==> src/rtl/tl_probe_pkg.sv <==
// Shared types for the TileLink channel-B probe sequencer: FSM states, opcodes,
// cap/permission/report encodings and the permission downgrade rule.
package tl_probe_pkg;

  typedef enum logic [2:0] {
    S_IDLE, S_LOOKUP, S_WAIT, S_UPDATE, S_DREQ, S_DSEND, S_ACK
  } state_e;

  localparam logic [2:0] PROBE          = 3'd6;
  localparam logic [2:0] PROBE_ACK      = 3'd4;
  localparam logic [2:0] PROBE_ACK_DATA = 3'd5;

  typedef enum logic [1:0] {CAP_TOT = 2'd0, CAP_TOB = 2'd1, CAP_TON = 2'd2} cap_e;
  typedef enum logic [1:0] {PERM_N = 2'd0, PERM_B = 2'd1, PERM_T = 2'd2} perm_e;
  typedef enum logic [2:0] {
    RPT_TTOB = 3'd0, RPT_TTON = 3'd1, RPT_BTON = 3'd2,
    RPT_TTOT = 3'd3, RPT_BTOB = 3'd4, RPT_NTON = 3'd5
  } rpt_e;

  typedef struct packed {
    perm_e perm;
    rpt_e  rpt;
  } perm_upd_t;

  // new = min(current, 2 - cap); any cap beyond toB (including 3) caps at N
  function automatic perm_upd_t perm_update(input logic [1:0] perm, input logic [1:0] cap);
    perm_upd_t  r;
    logic [1:0] lim;
    case (cap)
      CAP_TOT: lim = PERM_T;
      CAP_TOB: lim = PERM_B;
      default: lim = PERM_N;
    endcase
    r.perm = (perm < lim) ? perm_e'(perm) : perm_e'(lim);
    case ({perm, r.perm})
      {PERM_T, PERM_T}: r.rpt = RPT_TTOT;
      {PERM_T, PERM_B}: r.rpt = RPT_TTOB;
      {PERM_T, PERM_N}: r.rpt = RPT_TTON;
      {PERM_B, PERM_B}: r.rpt = RPT_BTOB;
      {PERM_B, PERM_N}: r.rpt = RPT_BTON;
      default:          r.rpt = RPT_NTON;
    endcase
    return r;
  endfunction

endpackage

==> src/rtl/tl_probe_ctrl.sv <==
// Channel-B probe sequencer: tag lookup, permission downgrade, ProbeAck/ProbeAckData on C.
// Define TL_PROBE_ERR_CHECK_EN to add the sticky `err` output for malformed B requests.
module tl_probe_ctrl
  import tl_probe_pkg::*;
#(
  parameter int ADDR_W   = 32,
  parameter int DATA_W   = 32,
  parameter int MAX_SIZE = 6
) (
  input  logic              clock,
  input  logic              reset,
  input  logic              b_valid,
  output logic              b_ready,
  input  logic [2:0]        b_opcode,
  input  logic [1:0]        b_param,
  input  logic [3:0]        b_size,
  input  logic              b_source,
  input  logic [ADDR_W-1:0] b_address,
  output logic              lkp_valid,
  input  logic              lkp_ready,
  output logic [ADDR_W-1:0] lkp_address,
  input  logic              lkp_resp_valid,
  input  logic [1:0]        lkp_perm,
  input  logic              lkp_dirty,
  output logic              perm_wr,
  output logic [1:0]        perm_new,
  output logic              dat_req,
  output logic [3:0]        dat_beat,
  input  logic [DATA_W-1:0] dat_rdata,
  output logic              c_valid,
  input  logic              c_ready,
  output logic [2:0]        c_opcode,
  output logic [2:0]        c_param,
  output logic [3:0]        c_size,
  output logic              c_source,
  output logic [ADDR_W-1:0] c_address,
  output logic [DATA_W-1:0] c_data,
`ifdef TL_PROBE_ERR_CHECK_EN
  output logic              err,
`endif
  output logic              busy
);

  localparam logic [3:0] BB_LOG = 4'($clog2(DATA_W / 8));
  localparam logic [3:0] MAX_SZ = 4'(MAX_SIZE);

  state_e              state_q, state_d;
  logic [1:0]          cap_q;
  logic [3:0]          size_q, last_q, cnt_q, cnt_d;
  logic                src_q, wr_q, dtx_q, first_q;
  logic [ADDR_W-1:0]   addr_q;
  logic [DATA_W-1:0]   data_q;
  perm_e               nperm_q;
  rpt_e                rpt_q;
  perm_upd_t           upd;
  logic                bad, b_fire;
  logic [3:0]          sz_clamp, nlast;

  assign b_fire   = b_valid && (state_q == S_IDLE);
  assign upd      = perm_update(lkp_perm, cap_q);
  assign sz_clamp = (b_size > MAX_SZ) ? MAX_SZ : b_size;
  // last beat index = beats - 1; sub-beat sizes still take one beat
  assign nlast    = (sz_clamp <= BB_LOG) ? 4'd0 : (4'd1 << (sz_clamp - BB_LOG)) - 4'd1;

`ifdef TL_PROBE_ERR_CHECK_EN
  logic err_q;
  assign bad = (b_opcode != PROBE) || (b_param == 2'd3);
  assign err = err_q;
  always_ff @(posedge clock) begin
    if (reset)               err_q <= 1'b0;
    else if (b_fire && bad)  err_q <= 1'b1;
  end
`else
  logic unused_opcode;
  assign bad           = 1'b0;
  assign unused_opcode = ^b_opcode;
`endif

  always_ff @(posedge clock) begin
    if (reset) begin
      state_q <= S_IDLE;
      cnt_q   <= '0;
      cap_q   <= '0;
      size_q  <= '0;
      src_q   <= 1'b0;
      addr_q  <= '0;
      last_q  <= '0;
      nperm_q <= PERM_N;
      rpt_q   <= RPT_TTOB;
      wr_q    <= 1'b0;
      dtx_q   <= 1'b0;
      first_q <= 1'b0;
      data_q  <= '0;
    end else begin
      state_q <= state_d;
      cnt_q   <= cnt_d;
      first_q <= (state_q == S_DREQ);
      if (b_fire) begin
        cap_q  <= b_param;
        size_q <= b_size;
        src_q  <= b_source;
        addr_q <= b_address;
        last_q <= nlast;
        rpt_q  <= RPT_NTON;
      end
      if (state_q == S_WAIT && lkp_resp_valid) begin
        nperm_q <= upd.perm;
        rpt_q   <= upd.rpt;
        wr_q    <= (upd.perm != lkp_perm);
        dtx_q   <= lkp_dirty && (lkp_perm == PERM_T);
      end
      // read data is only present in the first DSEND cycle; hold it until the fire
      if (state_q == S_DSEND && first_q) data_q <= dat_rdata;
    end
  end

  always_comb begin
    state_d = state_q;
    cnt_d   = cnt_q;
    case (state_q)
      S_IDLE:   if (b_valid) begin
                  state_d = bad ? S_ACK : S_LOOKUP;
                  cnt_d   = '0;
                end
      S_LOOKUP: if (lkp_ready) state_d = S_WAIT;
      S_WAIT:   if (lkp_resp_valid) state_d = S_UPDATE;
      S_UPDATE: state_d = dtx_q ? S_DREQ : S_ACK;
      S_DREQ:   state_d = S_DSEND;
      S_DSEND:  if (c_ready) begin
                  if (cnt_q == last_q) state_d = S_IDLE;
                  else begin
                    cnt_d   = cnt_q + 4'd1;
                    state_d = S_DREQ;
                  end
                end
      S_ACK:    if (c_ready) state_d = S_IDLE;
      default:  state_d = S_IDLE;
    endcase
  end

  always_comb begin
    b_ready     = (state_q == S_IDLE);
    busy        = (state_q != S_IDLE);
    lkp_valid   = (state_q == S_LOOKUP);
    lkp_address = addr_q;
    perm_wr     = (state_q == S_UPDATE) && wr_q;
    perm_new    = nperm_q;
    dat_req     = (state_q == S_DREQ);
    dat_beat    = cnt_q;
    c_valid     = (state_q == S_DSEND) || (state_q == S_ACK);
    c_opcode    = (state_q == S_DSEND) ? PROBE_ACK_DATA : PROBE_ACK;
    c_param     = rpt_q;
    c_size      = size_q;
    c_source    = src_q;
    c_address   = addr_q;
    c_data      = '0;
    if (state_q == S_DSEND) c_data = first_q ? dat_rdata : data_q;
  end

endmodule

==> config.mk <==
export PLATFORM = sky130hd
export DESIGN_NAME = tl_probe_ctrl
export DESIGN_NICKNAME = d
export VERILOG_FILES = /design/src/rtl/tl_probe_pkg.sv /design/src/rtl/tl_probe_ctrl.sv
export SDC_FILE = /design/constraint.sdc
export NUM_CORES = 1
export LEC_CHECK = 0
export ABC_AREA = 1
export CORE_MARGIN = 3
export CORE_UTILIZATION = 42
export CTS_CLUSTER_SIZE = 20
export DETAILED_ROUTE_END_ITERATION = 8
export PLACE_DENSITY = 0.9
export SKIP_CTS_REPAIR_TIMING = 1
export SLEW_MARGIN = 20
export SYNTH_ARGS = -nofsm -noshare
export SYNTH_HDL_FRONTEND = slang
export SYNTH_SLANG_ARGS = --single-unit
==> constraint.sdc <==
create_clock -name clock -period 1.9 [get_ports clock]
set_clock_uncertainty 0.15 [all_clocks]
set_input_delay 0.19 -clock clock [delete_from_list [all_inputs] [get_ports clock]]
set_output_delay 0.19 -clock clock [all_outputs]
set_load 0.03 [all_outputs]
**Word-level counts from Yosys, hierarchy flattened**

Cells that the tools add are included.

- Input port bits: 83
- RAM bits: 0
- Register bits: 90
- Output and inout port bits: 119
- Bits in latches: 0
- Bits in read-only memories: 0
- Memories: 0

- $lt $le $gt $ge: 3
- Div/mod/pow operators: 0
- $mul: 0
- Reductions and logical operators: 13
- Bitwise gates (word level): 0
- Muxes and demuxes: 22
- Add/subtract/negate cells: 3
- Eq/ne operators: 21
- Shift operators: 1

Operators by type and width:

| cell | number |
|---|---|
| 2-to-1 mux 32 bit | 2 |
| 2-to-1 mux 3 bit | 8 |
| one-hot mux 3 bit (7 select lines) | 1 |
| 2-to-1 mux 4 bit | 5 |
| one-hot mux 3 bit (5 select lines) | 1 |
| equality test 4 bit, second input constant | 3 |
| != test 2 bit, second input constant | 5 |
| equality test 3 bit, second input constant | 3 |
| equality test 4 x 3 -> 1 bit, second input constant | 2 |
| one-hot mux 4 bit (2 select lines) | 1 |
| equality test 3 x 2 -> 1 bit, second input constant | 2 |
| logical AND 1 bit | 5 |
| AND reduction 5 bit | 1 |
| adder 4 x 1 -> 4 bit, second input constant | 1 |
| equality test 4 bit | 1 |
| greater-than comparator 4 x 3 -> 1 bit, second input constant | 1 |
| less-or-equal comparator 4 x 2 -> 1 bit, second input constant | 1 |
| 2-to-1 mux 2 bit | 2 |
| one-hot mux 2 bit (2 select lines) | 1 |
| AND reduction 4 bit | 1 |
| nonzero test 2 bit | 2 |
| << shifter 1 x 4 -> 4 bit, first input constant | 1 |
| subtractor 4 x 1 -> 4 bit, second input constant | 1 |
| subtractor 4 x 2 -> 4 bit, second input constant | 1 |
| other kinds (11) | 11 |

**Depth between registers and ports, before layout**

Gate-level depths: netlist (run 1).

- Word-level depth: 7
- Gate-level depth with buffers: 11
- Gate-level depth less buffers: 11

**Least setup slack after synthesis (run 1)**

No wires, ideal clock.

- Path type: reg2reg
- From: register state_q[0]
- To: register state_q[1]
- Path buffers: 0
- Data arrival time: 1.690 ns
- Path slack: -0.056 ns
- Data required time: 1.634 ns
- Cell stages (with the launch flop): 8
- Cell sequence: dfxtp_1 -> inv_2 -> nor3_1 -> nand2_1 -> nand3_1 -> nor2_1 -> nor2_1 -> nor2_1

- Cells in the longest elaborated chain, start to end: 3
- Elaborated cells on any way between the ends: 14

RTL lines:

| what | line | text |
|---|---|---|
| start: declaration | tl_probe_ctrl.sv:47 | `state_e state_q, state_d;` |
| start signal: assignment | tl_probe_ctrl.sv:95 | `state_q <= state_d;` |
| equality test 3 x 1 -> 1 bit * | -- |  |
| named net lkp_valid | tl_probe_ctrl.sv:19 | `output logic lkp_valid,` |
| != test 2 x 1 -> 1 bit (no line) | -- |  |
| AND reduction 5 bit (no line) | -- |  |

Mark *: on every way through the listed nets, which the timed path passes. The rest lies on a longest branch.
A chain may end at the register's enable or synchronous reset.

**Worst setup path in the final report (run 1)**

- From: register state_q[1]
- To: output c_data[0]

- Cells in the longest elaborated chain, start to end: 2

RTL lines:

| what | line | text |
|---|---|---|
| equality test 3 bit | tl_probe_ctrl.sv:157 | `if (state_q == S_DSEND) c_data = first_q ? dat_rdata : data_q;` |
| 2-to-1 mux 32 bit | tl_probe_ctrl.sv:157 |  |
| end: declaration | tl_probe_ctrl.sv:37 | `output logic [DATA_W-1:0] c_data,` |

Every way passes these cells.

==> flow_summary.ini, run 1 <==
[timing]
fmax_ghz = 0.4990
layout_worst_path_cycle_share_pct = 105.5
rsz0062_at_grt = true
hold_viol = 0
finalSetupViolCount = 29
fin_crit_ps = 2004
fin_setup_tns_ps = -995.8
setup_ws_ps = -104.1
drv_slew = 0

[global_route]
grt_pass1_wl_um = 19380
overflow = 0
grt_max_degree = 43
antenna_found_initial = 0
track_usage_pct = 20.36
grt_pass1_vias = 4195

[pwr]
clkPwrFrac_pct = 20.4
switching_share_pct = 40.20
p_per_area_nw_per_um2 = 1013
p_leak_uw = 0.003077
p_sw_uw = 2847
power_frac_seq_pct = 33.8
vdd_drop_max_mv = 1.015
power_frac_comb_pct = 45.8
power.internal_uw = 4236

[detailed_routing]
via_per_inst = 5.087
drt-pass1-iter-count = 4
detail_route.wl_per_cell_um = 14.92
drc = 0
ant_nets = 0
drtIter0Drc = 315
vias = 4731
routed.top_layer = met4
route.met3.wl_um = 1072
detail_route.wirelength.met1_um = 5752
drt_wl_total_um = 13870
wl_met2_um = 6900

[cells_and_area]
diodes = 0
nets = 885
drive_above_1_share_pct = 19.20
final_util_pct = 70.57
num-fill-cells = 794
final_area_um2 = 6993
fin_cells = 930
areaGrowthSynthToFinish_pct = 61.07

[die]
die_width_um = 107.7
rows = 36
core_um2 = 9910
die_y_um = 107.7
die-area_um2 = 11590
ioPinCount = 202
initial_core_util_pct = 43.81

[hold_path]
hold_start = b_size[1]
hold_path_class = primary input to flop
hold_path_end = c_size[1]$_SDFFE_PP0P_
hold_depth = 3

[setup_path]
slowest_stage = dfxtp_4
path_max_fanout = 11
path_delay_family = buffers and inverters
worstPathArrival_ps = 1660
cp_cell_sequence = inv_4 > nand3_4 > buf_4 > clkinv_8 > clkbuf_16 > nand3_1 > nand2_1 > buf_6
crit_buf_inv = 5
rr_endpoint = perm_new[0]$_SDFFE_PP0P_
cp-startpoint = state_q[1]$_SDFFE_PP0P_
path_class = flop to primary output
reg2reg_from = cap_q[0]$_SDFFE_PP0P_
cp-start-kind = flop
r2r_cells = 8
worst_setup_path_end_kind = primary output
crit_required_ps = 1560
max_stage_delay_ps = 380
reg2reg_slack_ps = 220

[placement]
dpl.cell_count = 897
port_buffers = 196
placed_cell_area_um2 = 6138
dpl.hpwl_um = 8868
gp_congestion = 0.8690

[status]
status = finished with violations
failed_checks = setup timing

[cts]
htreeDepth = 3
cts_root_buffer = clkbuf_8
cts.sinks = 90
cts_tree = done
cts_buffer_depth = 2
clk_latency_ps = 350
clkTransAtPathRegs_ps = 80
cts_buffers = 9

[logic_synthesis]
synthCells = 613
ys_ff_latch = 90
yosysSeqAreaShare_pct = 41.50
synth-main-ff-cell = dfxtp_1
syn_avg_cell_area_um2 = 7.083
synth_edf_count = 0
synthArstFlopShare_pct = 0
synth_cell_type_count = 29
yosysWarnings = 0
synth_area_um2 = 4342
synth_fp_nets = 704

[job]
drv_cap = 0
## final cells by class
type	instances	area (um2)	share of cell area, %
repair buffers	238	2501	35.77
clock buffers	10	137.6	1.968
well taps	133	166.4	2.380
inverters	38	160.2	2.290
clock inverters	4	76.32	1.091
multi-input cells	417	2138	30.58
flip-flops and latches	90	1813	25.93
## sequential cells by signal, summed over array words and instances, names as in the netlist
name,flops
state_q,3
c_source,1
perm_new,2
first_q,1
last_q,4
dat_beat,4
c_address,32
cap_q,2
wr_q,1
c_size,4
c_param,3
data_q,32
dtx_q,1
## cell usage in the layout (no fill, tap or decap), types with 6 or more instances in the layout
master	count
a21oi_1	87
nand2_4	12
nor2_1	21
nand2_1	149
clkdlybuf4s50_1	150
buf_4	33
nand4_1	7
dlymetal6s2s_1	11
clkbuf_16	6
nand3_1	76
inv_1	33
nand2_2	27
o21ai_0	7
ha_1	7
buf_6	31
dfxtp_1	87
clkbuf_8	10
## kinds of logic (layout without fill, tap and decap cells)
family	Yosys count	in the layout	synth area share, %
buffers and inverters	106	290	13.52
AOI/OAI and AO/OA	99	99	11.70
other	2	2	0.1730
and+or+nand+nor	308	308	30.81
adders and majority gates	8	8	2.306
DFF	90	90	41.50
## synth_stat cells, types with 5 or more instances
cell type	count	area (um2)
nor2_1	24	90.09
ha_1	8	100.1
a21oi_1	87	435.4
o21ai_0	7	35.03
buf_2	7	35.03
clkbuf_1	16	60.06
dfxtp_1	90	1802
inv_1	33	123.9
inv_2	5	18.77
buf_4	40	300.3
nand4_1	7	43.79
nand2_1	185	694.4
nand3_1	77	385.4
## routing by layer
layer / up-vias / GRT usage, %
met2: 190 / 34.59
li1: 2316 / -
met1: 2205 / 25.54
met5: - / 0
met3: 20 / 6.119
met4: 0 / 4.148
## worst max-delay path by stage
| stage | endpoint | slack [ps] | cells past startpoint |
|---|---|---|---|
| after global routing | c_data[0] | -180 | 8 |
| final | c_data[0] | -100 | 8 |
| after global placement | last_q[2]$_SDFFE_PP0P_ | -390 | 12 |
| after CTS | lkp_valid | -310 | 3 |
| after floorplan | last_q[2]$_SDFFE_PP0P_ | 170 | 11 |
| after detailed placement | last_q[2]$_SDFFE_PP0P_ | -450 | 12 |
## power by group through the flow
stage | Combinational [uW] | Sequential [uW] | Clock [uW]
after floorplan | 1690 | 2770 | 0
after global placement | 2970 | 2410 | 0
after detailed placement | 3000 | 2420 | 0
after CTS | 3020 | 2380 | 1480
after global routing | 3470 | 2440 | 1550
final | 3240 | 2390 | 1450
## tightest hold or removal path, cell delays in order
cell and delay [ps]:
dlymetal6s2s_1 140, nand3_1 80, a21oi_1 60
## through the flow
step | hold WS (ps) | power (uW) | setup slack [ps]
2_1_floorplan | 204.4 | 4460 | 171.9
3_3_place_gp | 297.3 | 5382 | -391.4
3_5_place_dp | 304.7 | 5426 | -449.0
4_1_cts | 60.11 | 6882 | -313.5
5_1_grt | 44.16 | 7460 | -184.2
6_report | 28.54 | 7082 | -104.1
(Power assumes the default switching activity.)
==> run 2: changes to the inputs <==
CORE_MARGIN = default   (was 3)
SLEW_MARGIN = default   (was 20)
==> run 2 against run 1 <==
Effect of this change:
- the flow still finishes with violations (setup timing)
- worst setup slack better by 50 ps
- first-iteration DRC count is 32% lower
- register-to-register slack worse by 130 ps
- sequential share of layout area is 1.2 points lower
==> flow_summary.ini, run 2 (synthesis results as in run 1) <==
[die]
ioPinCount = 202
die-area_um2 = 10750
initial_core_util_pct = 43.81
die_width_um = 103.7
rows = 36
die_y_um = 103.7
core_um2 = 9910

[setup_path]
slowest_stage = dfxtp_4
path_class = flop to primary output
cp-startpoint = state_q[1]$_SDFFE_PP0P_
r2r_cells = 8
cp_cell_sequence = inv_4 > nand3_4 > nor2_4 > buf_12 > clkbuf_16 > nand2_4 > nand2_2 > buf_6
crit_buf_inv = 4
worstPathArrival_ps = 1610
cp-start-kind = flop
reg2reg_from = cap_q[1]$_SDFFE_PP0P_
path_delay_family = buffers and inverters
path_depth = 8
reg2reg_slack_ps = 90
path_max_fanout = 8
rr_endpoint = wr_q$_SDFFE_PP0P_
worst_setup_path_end_kind = primary output
crit_required_ps = 1560
max_stage_delay_ps = 380

[timing]
fmax_ghz = 0.5117
finalSetupViolCount = 25
setup_ws_ps = -54.14
hold_viol = 0
rsz0062_at_grt = true
fin_crit_ps = 1954
layout_worst_path_cycle_share_pct = 102.8
drv_slew = 0

[cells_and_area]
layout_common_cells = 151 x clkdlybuf4s50_1, 120 x nand2_1, 87 x a21oi_1, 87 x dfxtp_1, 54 x nand3_1
num-fill-cells = 698
drive_above_1_share_pct = 25.87
nets = 887
areaGrowthSynthToFinish_pct = 68.56
final_area_um2 = 7318
multi_input_area_um2 = 2442
layout_commonest_cell = clkdlybuf4s50_1
diodes = 0
seq_area_um2 = 1813

[status]
failed_checks = setup timing
status = finished with violations

[placement]
placed_cell_area_um2 = 6146
gp_congestion = 0.8478
port_buffers = 196
dpl.hpwl_um = 8546
pre_cts_ws_ps = -474.1

[hold_path]
hold_path_class = primary input to flop
hold_path_end = c_size[1]$_SDFFE_PP0P_
hold_start = b_size[1]
hold_depth = 3

[global_route]
grt_pass1_vias = 4042
grt_max_degree = 43
track_usage_pct = 21.58
grt_pass1_wl_um = 19170
overflow = 0
antenna_found_initial = 0

[detailed_routing]
vias = 4722
drt-pass1-iter-count = 4
via_per_inst = 5.061
drtIter0Drc = 215
ant_nets = 0
drc = 0
drt_wl_total_um = 14130
detail_route.wl_per_cell_um = 15.14

[pwr]
totalPowerFinal_uw = 6999
vdd_drop_max_mv = 0.6513
p_per_area_nw_per_um2 = 956.4
p_leak_uw = 0.003200

[cts]
clk_latency_ps = 340
cts_tree = done
cts_buffers = 9
clkTransAtPathRegs_ps = 90
cts_root_buffer = clkbuf_8
cts.sinks = 90
htreeDepth = 3
cts_buffer_depth = 2

[job]
drv_cap = 0
==> run 2: worst register-to-register path, cell delays in order, from the launching register on <==
cell	delay [ps]
dfxtp_1	330
nor2_1	160
inv_1	90
ha_1	290
nor2_1	200
o22ai_2	160
nor2_1	160
nand2_1	70
a31oi_1	130
==> run 2: final cells by class <==
class / instances / area share [%]
clock inverters: 4 / 1.043
flip-flops and latches: 90 / 24.77
repair buffers: 240 / 34.45
inverters: 38 / 2.154
well taps: 133 / 2.274
multi-input cells: 417 / 33.37
clock buffers: 11 / 1.932
==> run 2: metal layers <==
metal  global-route usage [%]  wire length (um)
met5                        0                 0
met4                    5.918               247
met3                    5.035               730
met2                    35.76              7242
met1                    28.09              5904
==> run 2: worst max path at each step <==
stage	slack [ps]	endpoint
final	-50	c_data[15]
after global routing	-130	c_data[15]
after floorplan	170	last_q[2]$_SDFFE_PP0P_
after CTS	-300	c_valid
after global placement	-390	last_q[2]$_SDFFE_PP0P_
after detailed placement	-470	last_q[2]$_SDFFE_PP0P_
==> run 2: where the power goes <==
part | leakage, uW | internal [uW] | switching [uW]
Clock | 0.000106 | 774 | 687
Sequential | 0.000734 | 2160 | 235
Combinational | 0.00236 | 1240 | 1900
==> run 2: per-stage QoR <==
step           util (%)  hold slack (ps)  cells  TNS [ps]
3_5_place_dp      62.02            300.4    898     -1017
4_1_cts           64.22            50.97    913     -6396
2_1_floorplan         -            204.4    613         0
5_1_grt           73.85            36.03    933     -3350
3_3_place_gp      62.02            297.1    898    -775.8
6_report          73.85            44.71    933    -771.0
